### config.mk
export PLATFORM = sky130hd
export DESIGN_NAME = fir_sample_feeder_flat
export DESIGN_NICKNAME = d
export VERILOG_FILES = /design/src/rtl/fir_float_pkg.sv /design/src/rtl/fir_sample_feeder_if.sv /design/src/rtl/fix_to_float10.sv /design/src/rtl/fir_sample_feeder.sv /design/src/flat_wrapper.sv
export SDC_FILE = /design/constraint.sdc
export NUM_CORES = 1
export LEC_CHECK = 0
export CAP_MARGIN = 0
export CORE_MARGIN = 2
export CORE_UTILIZATION = 60
export CTS_CLUSTER_DIAMETER = 80
export DETAILED_ROUTE_END_ITERATION = 16
export PLACE_DENSITY = 0.84
export SYNTH_ARGS = -nofsm -noshare
export SYNTH_HDL_FRONTEND = slang
export SYNTH_SLANG_ARGS = --single-unit
### constraint.sdc
create_clock -name clk_fast -period 6.95 [get_ports clk_fast]
set_input_delay 0.695 -clock clk_fast [delete_from_list [all_inputs] [get_ports clk_fast]]
set_output_delay 0.695 -clock clk_fast [all_outputs]
set_load 0.05 [all_outputs]
### src/rtl/fir_float_pkg.sv
// Shared float10 format constants and the feeder FSM state encoding.
// float10 = {sign, exp[3:0] (bias 7), mant[4:0] (hidden leading one)}.
package fir_float_pkg;

  localparam int unsigned FLT_W    = 10;
  localparam int unsigned EXP_W    = 4;
  localparam int unsigned MAN_W    = 5;
  localparam int unsigned EXP_BIAS = 7;

  localparam logic [FLT_W-1:0] FLT_ZERO = '0;

  typedef enum logic [1:0] {
    StIdle  = 2'd0,
    StIssue = 2'd1,
    StWait  = 2'd2
  } feeder_state_e;

  function automatic logic [FLT_W-1:0] flt_pack(input logic             sign,
                                                input logic [EXP_W-1:0] exp_b,
                                                input logic [MAN_W-1:0] mant);
    return {sign, exp_b, mant};
  endfunction

endpackage

### src/rtl/fir_sample_feeder_if.sv
// Sample stream, filter control and status bundle of the FIR sample feeder.
// master = the side that drives samples and fir_done; slave = the feeder itself.
interface fir_sample_feeder_if #(
  parameter int unsigned DEPTH = 8
) ();

  localparam int unsigned CW = $clog2(DEPTH) + 1;

  logic          clr;
  logic          s_valid;
  logic [9:0]    s_data;
  logic          s_ready;
  logic [9:0]    fir_in;
  logic          fir_en;
  logic          fir_clr;
  logic          fir_done;
  logic          busy;
  logic [CW-1:0] count;
  logic          overflow;
  logic          timeout;

  modport master (
    output clr, s_valid, s_data, fir_done,
    input  s_ready, fir_in, fir_en, fir_clr, busy, count, overflow, timeout
  );

  modport slave (
    input  clr, s_valid, s_data, fir_done,
    output s_ready, fir_in, fir_en, fir_clr, busy, count, overflow, timeout
  );

endinterface

### src/rtl/fix_to_float10.sv
// Combinational Q0.9 signed fixed-point to float10 converter.
// Magnitudes below 8 flush to zero; mantissa is truncated, never rounded.
module fix_to_float10
  import fir_float_pkg::*;
(
  input  logic [FLT_W-1:0] i_fix,
  output logic [FLT_W-1:0] o_flt
);

  logic [FLT_W-1:0] w_mag;
  logic [FLT_W-1:0] w_shift;
  logic [3:0]       w_lead;
  logic [EXP_W-1:0] w_exp;
  logic [MAN_W-1:0] w_mant;

  always_comb begin
    // -512 negates to 10'h200, which reads correctly as unsigned 512
    w_mag  = i_fix[FLT_W-1] ? (~i_fix + 1'b1) : i_fix;
    w_lead = '0;
    for (int i = 0; i < FLT_W; i++) begin
      if (w_mag[i]) begin
        w_lead = 4'(i);
      end
    end
    w_shift = w_mag << (4'd9 - w_lead);
    w_mant  = MAN_W'(w_shift >> 4);
    w_exp   = w_lead - 4'd2;
    if (w_mag < 10'd8) begin
      o_flt = FLT_ZERO;
    end else begin
      o_flt = flt_pack(i_fix[FLT_W-1], w_exp, w_mant);
    end
  end

endmodule

### src/rtl/fir_sample_feeder.sv
// Buffers converted ADC samples and hands them one at a time to an FIR filter.
// Optional WAIT watchdog is enabled by defining FEEDER_TIMEOUT_EN.
module fir_sample_feeder
  import fir_float_pkg::*;
#(
  parameter int unsigned DEPTH          = 8,
  parameter int unsigned GUARD          = 2,
  parameter int unsigned TIMEOUT_CYCLES = 255
) (
  input  logic         clk_fast,
  input  logic         rst,
  fir_sample_feeder_if.slave bus
);

  localparam int unsigned AW = $clog2(DEPTH);
  localparam int unsigned CW = AW + 1;
  localparam int unsigned GW = (GUARD > 0) ? $clog2(GUARD + 1) : 1;
  localparam logic [CW-1:0] DepthC = CW'(DEPTH);
  localparam logic [GW-1:0] GuardC = GW'(GUARD);

  logic [FLT_W-1:0] r_mem [DEPTH];
  logic [AW-1:0]    r_wr_ptr;
  logic [AW-1:0]    r_rd_ptr;
  logic [CW-1:0]    r_count;
  logic [CW-1:0]    w_count_d;
  logic             r_s_ready;
  logic [FLT_W-1:0] r_fir_in;
  logic             r_fir_clr;
  logic             r_overflow;
  logic [GW-1:0]    r_guard;
  logic [GW-1:0]    w_guard_d;
  feeder_state_e    r_state;
  feeder_state_e    w_state_d;
  logic [FLT_W-1:0] w_flt;
  logic             w_push;
  logic             w_pop;

`ifdef FEEDER_TIMEOUT_EN
  localparam int unsigned TW = $clog2(TIMEOUT_CYCLES + 1);
  localparam logic [TW-1:0] TimeoutLastC = TW'(TIMEOUT_CYCLES - 1);
  logic [TW-1:0] r_wd;
  logic [TW-1:0] w_wd_d;
  logic          r_timeout;
  logic          w_to_set;
`endif

  fix_to_float10 u_conv (
    .i_fix (bus.s_data),
    .o_flt (w_flt)
  );

  // s_ready is registered, so acceptance never depends combinationally on s_valid
  assign w_push = bus.s_valid && r_s_ready && !bus.clr;
  assign w_pop  = (r_state == StIdle) && (r_count != '0) && !bus.clr;

  always_comb begin
    unique case ({w_push, w_pop})
      2'b10:   w_count_d = r_count + 1'b1;
      2'b01:   w_count_d = r_count - 1'b1;
      default: w_count_d = r_count;
    endcase
  end

  always_comb begin
    w_state_d = r_state;
    w_guard_d = r_guard;
`ifdef FEEDER_TIMEOUT_EN
    w_wd_d    = r_wd;
    w_to_set  = 1'b0;
`endif
    unique case (r_state)
      StIdle: begin
        if (r_count != '0) begin
          w_state_d = StIssue;
        end
      end
      StIssue: begin
        w_state_d = StWait;
        w_guard_d = '0;
`ifdef FEEDER_TIMEOUT_EN
        w_wd_d    = '0;
`endif
      end
      StWait: begin
        if (r_guard != GuardC) begin
          w_guard_d = r_guard + 1'b1;
        end
`ifdef FEEDER_TIMEOUT_EN
        w_wd_d = r_wd + 1'b1;
        if (bus.fir_done && (r_guard == GuardC)) begin
          w_state_d = StIdle;
        end else if (r_wd == TimeoutLastC) begin
          w_state_d = StIdle;
          w_to_set  = 1'b1;
        end
`else
        if (bus.fir_done && (r_guard == GuardC)) begin
          w_state_d = StIdle;
        end
`endif
      end
      default: w_state_d = StIdle;
    endcase
    if (bus.clr) begin
      w_state_d = StIdle;
    end
  end

  always_ff @(posedge clk_fast) begin
    if (!rst) begin
      r_state    <= StIdle;
      r_wr_ptr   <= '0;
      r_rd_ptr   <= '0;
      r_count    <= '0;
      r_s_ready  <= 1'b0;
      r_fir_in   <= FLT_ZERO;
      r_fir_clr  <= 1'b0;
      r_overflow <= 1'b0;
      r_guard    <= '0;
    end else begin
      r_state   <= w_state_d;
      r_guard   <= w_guard_d;
      r_fir_clr <= bus.clr;
      if (bus.clr) begin
        r_wr_ptr   <= '0;
        r_rd_ptr   <= '0;
        r_count    <= '0;
        r_s_ready  <= 1'b1;
        r_fir_in   <= FLT_ZERO;
        r_overflow <= 1'b0;
      end else begin
        if (w_push) begin
          r_wr_ptr <= r_wr_ptr + 1'b1;
        end
        if (w_pop) begin
          r_fir_in <= r_mem[r_rd_ptr];
          r_rd_ptr <= r_rd_ptr + 1'b1;
        end
        r_count   <= w_count_d;
        r_s_ready <= (w_count_d < DepthC);
        if (bus.s_valid && !r_s_ready) begin
          r_overflow <= 1'b1;
        end
      end
    end
  end

  always_ff @(posedge clk_fast) begin
    if (rst && w_push) begin
      r_mem[r_wr_ptr] <= w_flt;
    end
  end

`ifdef FEEDER_TIMEOUT_EN
  always_ff @(posedge clk_fast) begin
    if (!rst) begin
      r_wd      <= '0;
      r_timeout <= 1'b0;
    end else begin
      r_wd <= w_wd_d;
      if (bus.clr) begin
        r_timeout <= 1'b0;
      end else if (w_to_set) begin
        r_timeout <= 1'b1;
      end
    end
  end

  assign bus.timeout = r_timeout;
`else
  // Watchdog absent: flag is constant low (parameter kept for a uniform interface)
  assign bus.timeout = 1'b0 && (TIMEOUT_CYCLES != 0);
`endif

  assign bus.s_ready  = r_s_ready;
  assign bus.fir_in   = r_fir_in;
  assign bus.fir_en   = (r_state == StIssue);
  assign bus.fir_clr  = r_fir_clr;
  assign bus.busy     = (r_state != StIdle);
  assign bus.count    = r_count;
  assign bus.overflow = r_overflow;

endmodule
### src/flat_wrapper.sv
// flat-port wrapper written by rule: the top's interface ports become plain ports
module fir_sample_feeder_flat import fir_float_pkg::*;
#(
  parameter int unsigned DEPTH          = 8,
  parameter int unsigned GUARD          = 2,
  parameter int unsigned TIMEOUT_CYCLES = 255
)
  (clk_fast, rst, bus_clr, bus_s_valid, bus_s_data, bus_fir_done, bus_s_ready, bus_fir_in, bus_fir_en, bus_fir_clr, bus_busy, bus_count, bus_overflow, bus_timeout);
  fir_sample_feeder_if #(.DEPTH(DEPTH)) bus_i ();
  input  logic clk_fast;
  input  logic rst;
  input wire logic [$bits(bus_i.clr)-1:0] bus_clr;
  input wire logic [$bits(bus_i.s_valid)-1:0] bus_s_valid;
  input wire logic [$bits(bus_i.s_data)-1:0] bus_s_data;
  input wire logic [$bits(bus_i.fir_done)-1:0] bus_fir_done;
  output wire logic [$bits(bus_i.s_ready)-1:0] bus_s_ready;
  output wire logic [$bits(bus_i.fir_in)-1:0] bus_fir_in;
  output wire logic [$bits(bus_i.fir_en)-1:0] bus_fir_en;
  output wire logic [$bits(bus_i.fir_clr)-1:0] bus_fir_clr;
  output wire logic [$bits(bus_i.busy)-1:0] bus_busy;
  output wire logic [$bits(bus_i.count)-1:0] bus_count;
  output wire logic [$bits(bus_i.overflow)-1:0] bus_overflow;
  output wire logic [$bits(bus_i.timeout)-1:0] bus_timeout;
  assign bus_i.clr = bus_clr;
  assign bus_i.s_valid = bus_s_valid;
  assign bus_i.s_data = bus_s_data;
  assign bus_i.fir_done = bus_fir_done;
  assign bus_s_ready = bus_i.s_ready;
  assign bus_fir_in = bus_i.fir_in;
  assign bus_fir_en = bus_i.fir_en;
  assign bus_fir_clr = bus_i.fir_clr;
  assign bus_busy = bus_i.busy;
  assign bus_count = bus_i.count;
  assign bus_overflow = bus_i.overflow;
  assign bus_timeout = bus_i.timeout;
  fir_sample_feeder #(.DEPTH(DEPTH), .GUARD(GUARD), .TIMEOUT_CYCLES(TIMEOUT_CYCLES)) u_core (.clk_fast(clk_fast), .rst(rst), .bus(bus_i));
endmodule
# Yosys cells after proc, flatten, opt, wreduce, memory -nomap -nowiden
# Memory sizes are Yosys's and may differ from the RTL's. A register that Yosys moved wholly into a read port is not among the register bits.
# Index checks and enable logic that the tools add are counted.
[word_totals]
reg_bits = 17
latch_bits = 0
ram_bits = 80
mem_bits_ro = 0
inputBits = 15
out_inout_bits = 20
elab_cells = 67
mem_count = 1
[mem_list]
columns = ["name", "words", "word_bits", "read_ports", "rd_clocked_by_memory_dff", "write_ports", "line", "source"]
rows = [
  ["u_core.r_mem", 8, 10, 1, 1, 1, "fir_sample_feeder.sv:21", "logic [FLT_W-1:0] r_mem [DEPTH];"],
]
[classes]
n_addsub = 8
n_mul = 0
div_mod_pow = 0
magnitude_cmp = 2
n_eq_ne = 9
shifts = 1
mux = 20
bitwise_logic = 2
n_reduce_logical = 16
[ops]
columns = ["cell", "count"]
rows = [
  ["$mux 4", 7],
  ["$mux 10", 2],
  ["$add 10x1->10 const B", 1],
  ["$lt 10x4->1 const B", 1],
  ["$not 10->10", 1],
  ["$shl 10x4->9", 1],
  ["$mux 2", 4],
  ["$pmux 4 s2", 1],
  ["$logic_and 1x1->1", 7],
  ["$add 3x1->3 const B", 2],
  ["$eq 2x2->1 const B", 3],
  ["$pmux 2 s3", 1],
  ["$add 4x1->4 const B", 1],
  ["$eq 2x1->1 const B", 2],
  ["$lt 4x4->1 const B", 1],
  ["$mux 1", 4],
  ["$ne 2x1->1 const B", 2],
  ["$ne 2x2->1 const B", 2],
  ["$pmux 2 s2", 1],
  ["$reduce_and 2->1", 2],
  ["$reduce_bool 2->1", 2],
  ["$reduce_bool 4->1", 1],
  ["$sub 4x1->4 const B", 1],
  ["$sub 4x2->4 const B", 1],
  ["6 further kinds", 7],
]

# Logic depth before layout (Yosys ltp)
[depth]
ltp_word = 15
ltp_mapped = 12
ltp_nobuf = 12

# Cells and area by module
# A second synthesis with hierarchy kept.
[unflattened]
cells_unflattened = 363
area_unflattened_um2 = 5068.6
[modules_own_cells]
columns = ["mod", "instances", "cells_per_inst", "area_per_inst_um2", "seq_area_each_um2"]
rows = [
  ["fir_sample_feeder", 1, 265, 4341.7, 2942.8],
  ["fix_to_float10", 1, 98, 726.9, 0.0],
]

# Worst setup path before layout
# OpenSTA, ideal clock, no wires.
[synth_path]
path_type = "input to register"
start = "in bus_s_data[0]"
end = "mem u_core.r_mem[0][4] (data pin)"
setup_ns = 0.282
t_arrival_ns = 3.176
t_required_ns = 6.668
path_slack_ns = 3.492
path_stages = 11
n_path_buf = 0
cell_sequence = "inv_1 ha_1 or3b_2 nor4_1 a211oi_1 o21a_1 inv_1 ha_1 xor2_1 o21ai_0 o32ai_1"
[synth_via]
elab_chain_cells = 15
elab_cells_between_ends = 16
cone_classes = "add/sub: 2; order compare: 1; shift: 1; mux: 11; bitwise: 1"
[synth_lines]
columns = ["element", "line", "source"]
rows = [
  ["from (decl)", "flat_wrapper.sv:14", "input wire logic [$bits(bus_i.s_data)-1:0] bus_s_data;"],
  ["$not 10->10", "fix_to_float10.sv:18", "w_mag = i_fix[FLT_W-1] ? (~i_fix + 1'b1) : i_fix;"],
  ["$add 10x1->10", "fix_to_float10.sv:18", ""],
  ["$mux 10 *", "fix_to_float10.sv:18", ""],
  ["$mux 1", "fix_to_float10.sv:21", "if (w_mag[i]) begin"],
  ["$mux 2", "fix_to_float10.sv:21", ""],
  ["$mux 4 (7 in series)", "fix_to_float10.sv:21", ""],
  ["$sub 4x4->4", "fix_to_float10.sv:25", "w_shift = w_mag << (4'd9 - w_lead);"],
  ["$shl 10x4->9", "fix_to_float10.sv:25", ""],
  ["$mux 10 *", "fix_to_float10.sv:28", "if (w_mag < 10'd8) begin"],
  ["via u_core.u_conv.o_flt[4]", "fix_to_float10.sv:7", "output logic [FLT_W-1:0] o_flt"],
  ["to (decl)", "fir_sample_feeder.sv:21", ""],
]
# The timed path passes the listed nets; every way through them passes the cells marked *.

# Final worst setup path
[layout_path]
start = "in bus_s_data[0]"
end = "mem u_core.r_mem[4][4] (data pin)"
# Same word-level chain as after synthesis.

==> summary.md <==
| Metric | Value |
|---|---|
| DRT Pass-1 Iters | 4 |
| Diode count | 0 |
| GRT Util Overall | a little over a fifth |
| Slew headroom | between 20% and 30% |
| Minimum clock period | about 4.5 ns |
| Cell count after synthesis | between 300 and 400 |
| Max-cap viol count | 0 |
| Hold WC Path Type | reg2reg |
| RSZ-0062 raised after global routing | no |
| CP delay by family, top | compound AO/OA/AOI/OAI gates |
| Fin cells | between 400 and 500 |
| Clock buffer depth | 2 |
| Pin count of the biggest net entering global routing | 24 |
| Synth Area in Compound Gates | under 10% |
| Mapped Area | approximately 4800 um^2 |
| CTS buffer count | 9 |
| Initial Util | approximately 62% |
| Overall Power | 1.184 mW |
| Pwr dens | 217.6 nW/um^2 |
| Cell Rows | 32 |
| Final hold viol count | 0 |
| Synth Area in Simple Gates | 9.377% |
| First-pass GRT wire length | ~14,000 um |
| Synth Flop Type | edfxtp_1 |
| Hold-fix buffers, CTS | 0 |
| Wirelength, routed | between 8000 and 9000 um |
| Worst EP arrival | approximately 4.6 ns |
| Net count after synthesis | around 380 |
| Combinational fraction of design power | between 10% and 20% |
| I/O Pins | 35 |
| Crit path cell chain | clkdlybuf4s50_1, inv_1, ha_1, nor3b_2, a31o_2, a22oi_1, o21a_1, inv_1, ha_1, xor2_1, o21ai_0, o32ai_1 |
| Crit share post-route | between 60% and 70% |
| Post-DRT Antenna Nets | 0 |
| Buffers on Ports | 33 |
| Slowest cell on the critical path | o32ai_1 |
| Worst endpoint required time | roughly 7 ns |
| Leakage power | between 1.5 and 2 nW |
| DP Cell Count | 473 |
| Post-CTS setup buffers | 0 |
| Yosys warns | 0 |
| Die area | slightly below 9000 um^2 |
| FF+latch count, synth | 107 |
| Core area | 7767 um^2 |
| Area contributors post-synth | edfxtp_1 50%, dfxtp_1 11%, mux4_2 9.3% |
| Proportion of netlist area held by the largest area contributor | between 40% and 50% |
| Antenna violations before repair | 0 |
| Fmax | around 220 MHz |
| CP Launch Type | primary input |
| Sink Count | 107 |
| Reg power frac | 60.3% |
| Worst Path Max Fanout | 12 |
| Post-DP HPWL | approximately 6100 um |
| Highest ir drop seen on vdd | 0.0001285 V |
| Vias | roughly 3,000 |
| Clock Root Buffer | clkbuf_8 |
| CP endpoint kind | flip-flop |
| Number of DRC markers in iteration 0 | around 160 |
| Yosys top cell by area | edfxtp_1 |
| CTS tree | done |
| Grt ovf | 0 |
| Clk_skew | 0.01061 ns |
| Fin Setup TNS | 0 ns |
| Final #Nets | 406 |
| Sequential area share after synthesis | roughly three fifths |
| Synth cell types | 52 |
| Final setup fails | 0 |
| DRC viols | 0 |
| Outcome | finished, final reports clean |
| DR vias/cell | 6.047 |
| Htree depth | 3 |
| Worst slew pin tran | ~1.2 ns |
| Syn avg cell area | ~14 um^2 |
| Bufs and invs on worst path | 3 |
| Dominant combinational cell family by area after synthesis | multiplexers |
| Largest stage delay, worst path | between 0.7 and 0.8 ns |
| Area growth syn-to-layout | 12.30% |
| Mux contribution to synthesized area | 13.64% |
| Async set or reset register ratio after synthesis | 0% |
| Number of global-route vias before repair | 2,850 |
| Switching share of power | 24.77% |
| # fillers | between 500 and 600 |
| EDFF count, synth | 80 |
| Synthesized-area fraction occupied by adder cells | between 2 and 2.5% |
| CP Class | in2reg |
| NetSw | about 0.29 mW |
| Gates resized, CTS repair | 0 |
| Die Ht | around 94 um |
| Total internal power | approximately 0.89 mW |
| Clk_lat worst skew | between 0.3 and 0.4 ns |
| Xor/xnor share of the synthesized area | under 10% |
| Max Slew Vio Count | 0 |
| Placer congestion estimate | between 0.9 and 1 |
| Die Wd | about 94 um |
| Clock power frac | between 20 and 30% |
| Worst-path clk slew | 0.10 ns |
| Wire per inst | 18.29 um |
| Share of layout cells above drive strength 1 | about an eighth |
## through the flow
stage,hold WS (ns),cell area (um^2),setup slack (ns),util (%)
after CTS,0.5011,5439,2.462,70.02
after detailed placement,0.4780,5261,2.101,67.74
after floorplan,0.4976,4843,3.492,-
after global routing,0.5352,5439,2.088,70.02
after global placement,0.4473,5261,2.322,67.74
final,0.4905,5439,2.402,70.02
## tightest hold or removal path, stage by stage, from the launching register on
cell	delay [ns]
dfxtp_1	0.34
a21oi_1	0.04
nor2_1	0.08
## routing by layer
metal / wire, um / part of all wire (%) / track usage, %
met2: 4646 / 52 / 38.99
met5: 0 / 0 / 0
met3: 403 / 4.5 / 3.531
met4: 160 / 1.8 / 8.213
met1: 3736 / 42 / 26.49
## cells in the mapped netlist, drive strengths merged (6+ instances only)
| library cell | n |
|---|---|
| a211oi | 13 |
| a21oi | 11 |
| buf | 7 |
| clkbuf | 8 |
| dfxtp | 27 |
| edfxtp | 80 |
| ha | 8 |
| inv | 10 |
| mux2i | 21 |
| mux4 | 20 |
| nand2 | 15 |
| nand3 | 6 |
| nor2 | 45 |
| o21ai | 8 |
| xnor2 | 6 |
| xor2 | 10 |
## layout make-up
type	count	area [um^2]	share of cell area (%)
Clock inverter	6	50.05	0.9202
Multi-Input combinational cell	219	1808	33.24
Sequential cell	107	2943	54.11
Tap cell	102	127.6	2.346
Inverter	10	37.54	0.6901
Timing Repair Buffer	35	345.3	6.349
Clock buffer	10	127.6	2.346
## registers in the layout (all words and copies together) (netlist names)
register / cells
u_core.bus.overflow: 1
u_core.bus.count: 4
u_core.bus.fir_clr: 1
u_core.r_guard: 2
u_core.bus.s_ready: 1
u_core.r_state: 2
u_core.r_wr_ptr: 3
u_core.r_rd_ptr: 3
u_core.bus.fir_in: 10
u_core.r_mem: 80
## power groups by stage
stage               combinational [mW]  clock (mW)  sequential, mW
CTS                              0.128       0.345           0.713
global placement                 0.124           0           0.728
detailed placement               0.128           0           0.728
floorplan                       0.0868           0           0.733
global route                     0.142       0.370           0.714
finish                           0.130       0.341           0.713
## cells in the final DEF, fill, tap and decap left out, types with 6 or more instances in the layout
cell type,count
edfxtp_1,80
xnor2_1,6
inv_1,10
a211oi_1,13
clkbuf_8,9
nor2_1,45
mux4_2,20
o21ai_0,6
a21oi_1,10
nand3_1,6
dfxtp_1,27
nand2_1,15
clkdlybuf4s50_1,33
mux2i_1,21
ha_1,8
xor2_1,10
## path summary, 6_finish.rpt
| path | startpoint | to | slack, ns | depth (start not counted) |
|---|---|---|---|---|
| setup reg to reg | u_core.bus.count[2]$_SDFFE_PP0N_ | u_core.bus.s_ready$_SDFF_PN0_ | 3.98 | 11 |
| hold / removal | u_core.bus.overflow$_SDFFE_PP0P_ | u_core.bus.overflow$_SDFFE_PP0P_ | 0.49 | 2 |
| hold reg to reg | u_core.bus.overflow$_SDFFE_PP0P_ | u_core.bus.overflow$_SDFFE_PP0P_ | 0.49 | 2 |
| setup / recovery | bus_s_data[0] | u_core.r_mem[4][4]$_DFFE_PP_ | 2.40 | 12 |
## cells by family after synthesis
logic type	after synthesis
flops	107
xor+xnor	16
fa+ha+maj	9
buf+inv	25
compound gates	57
other cells	1
simple gates	95
mux	41
Power figures use the tool's default switching activity.
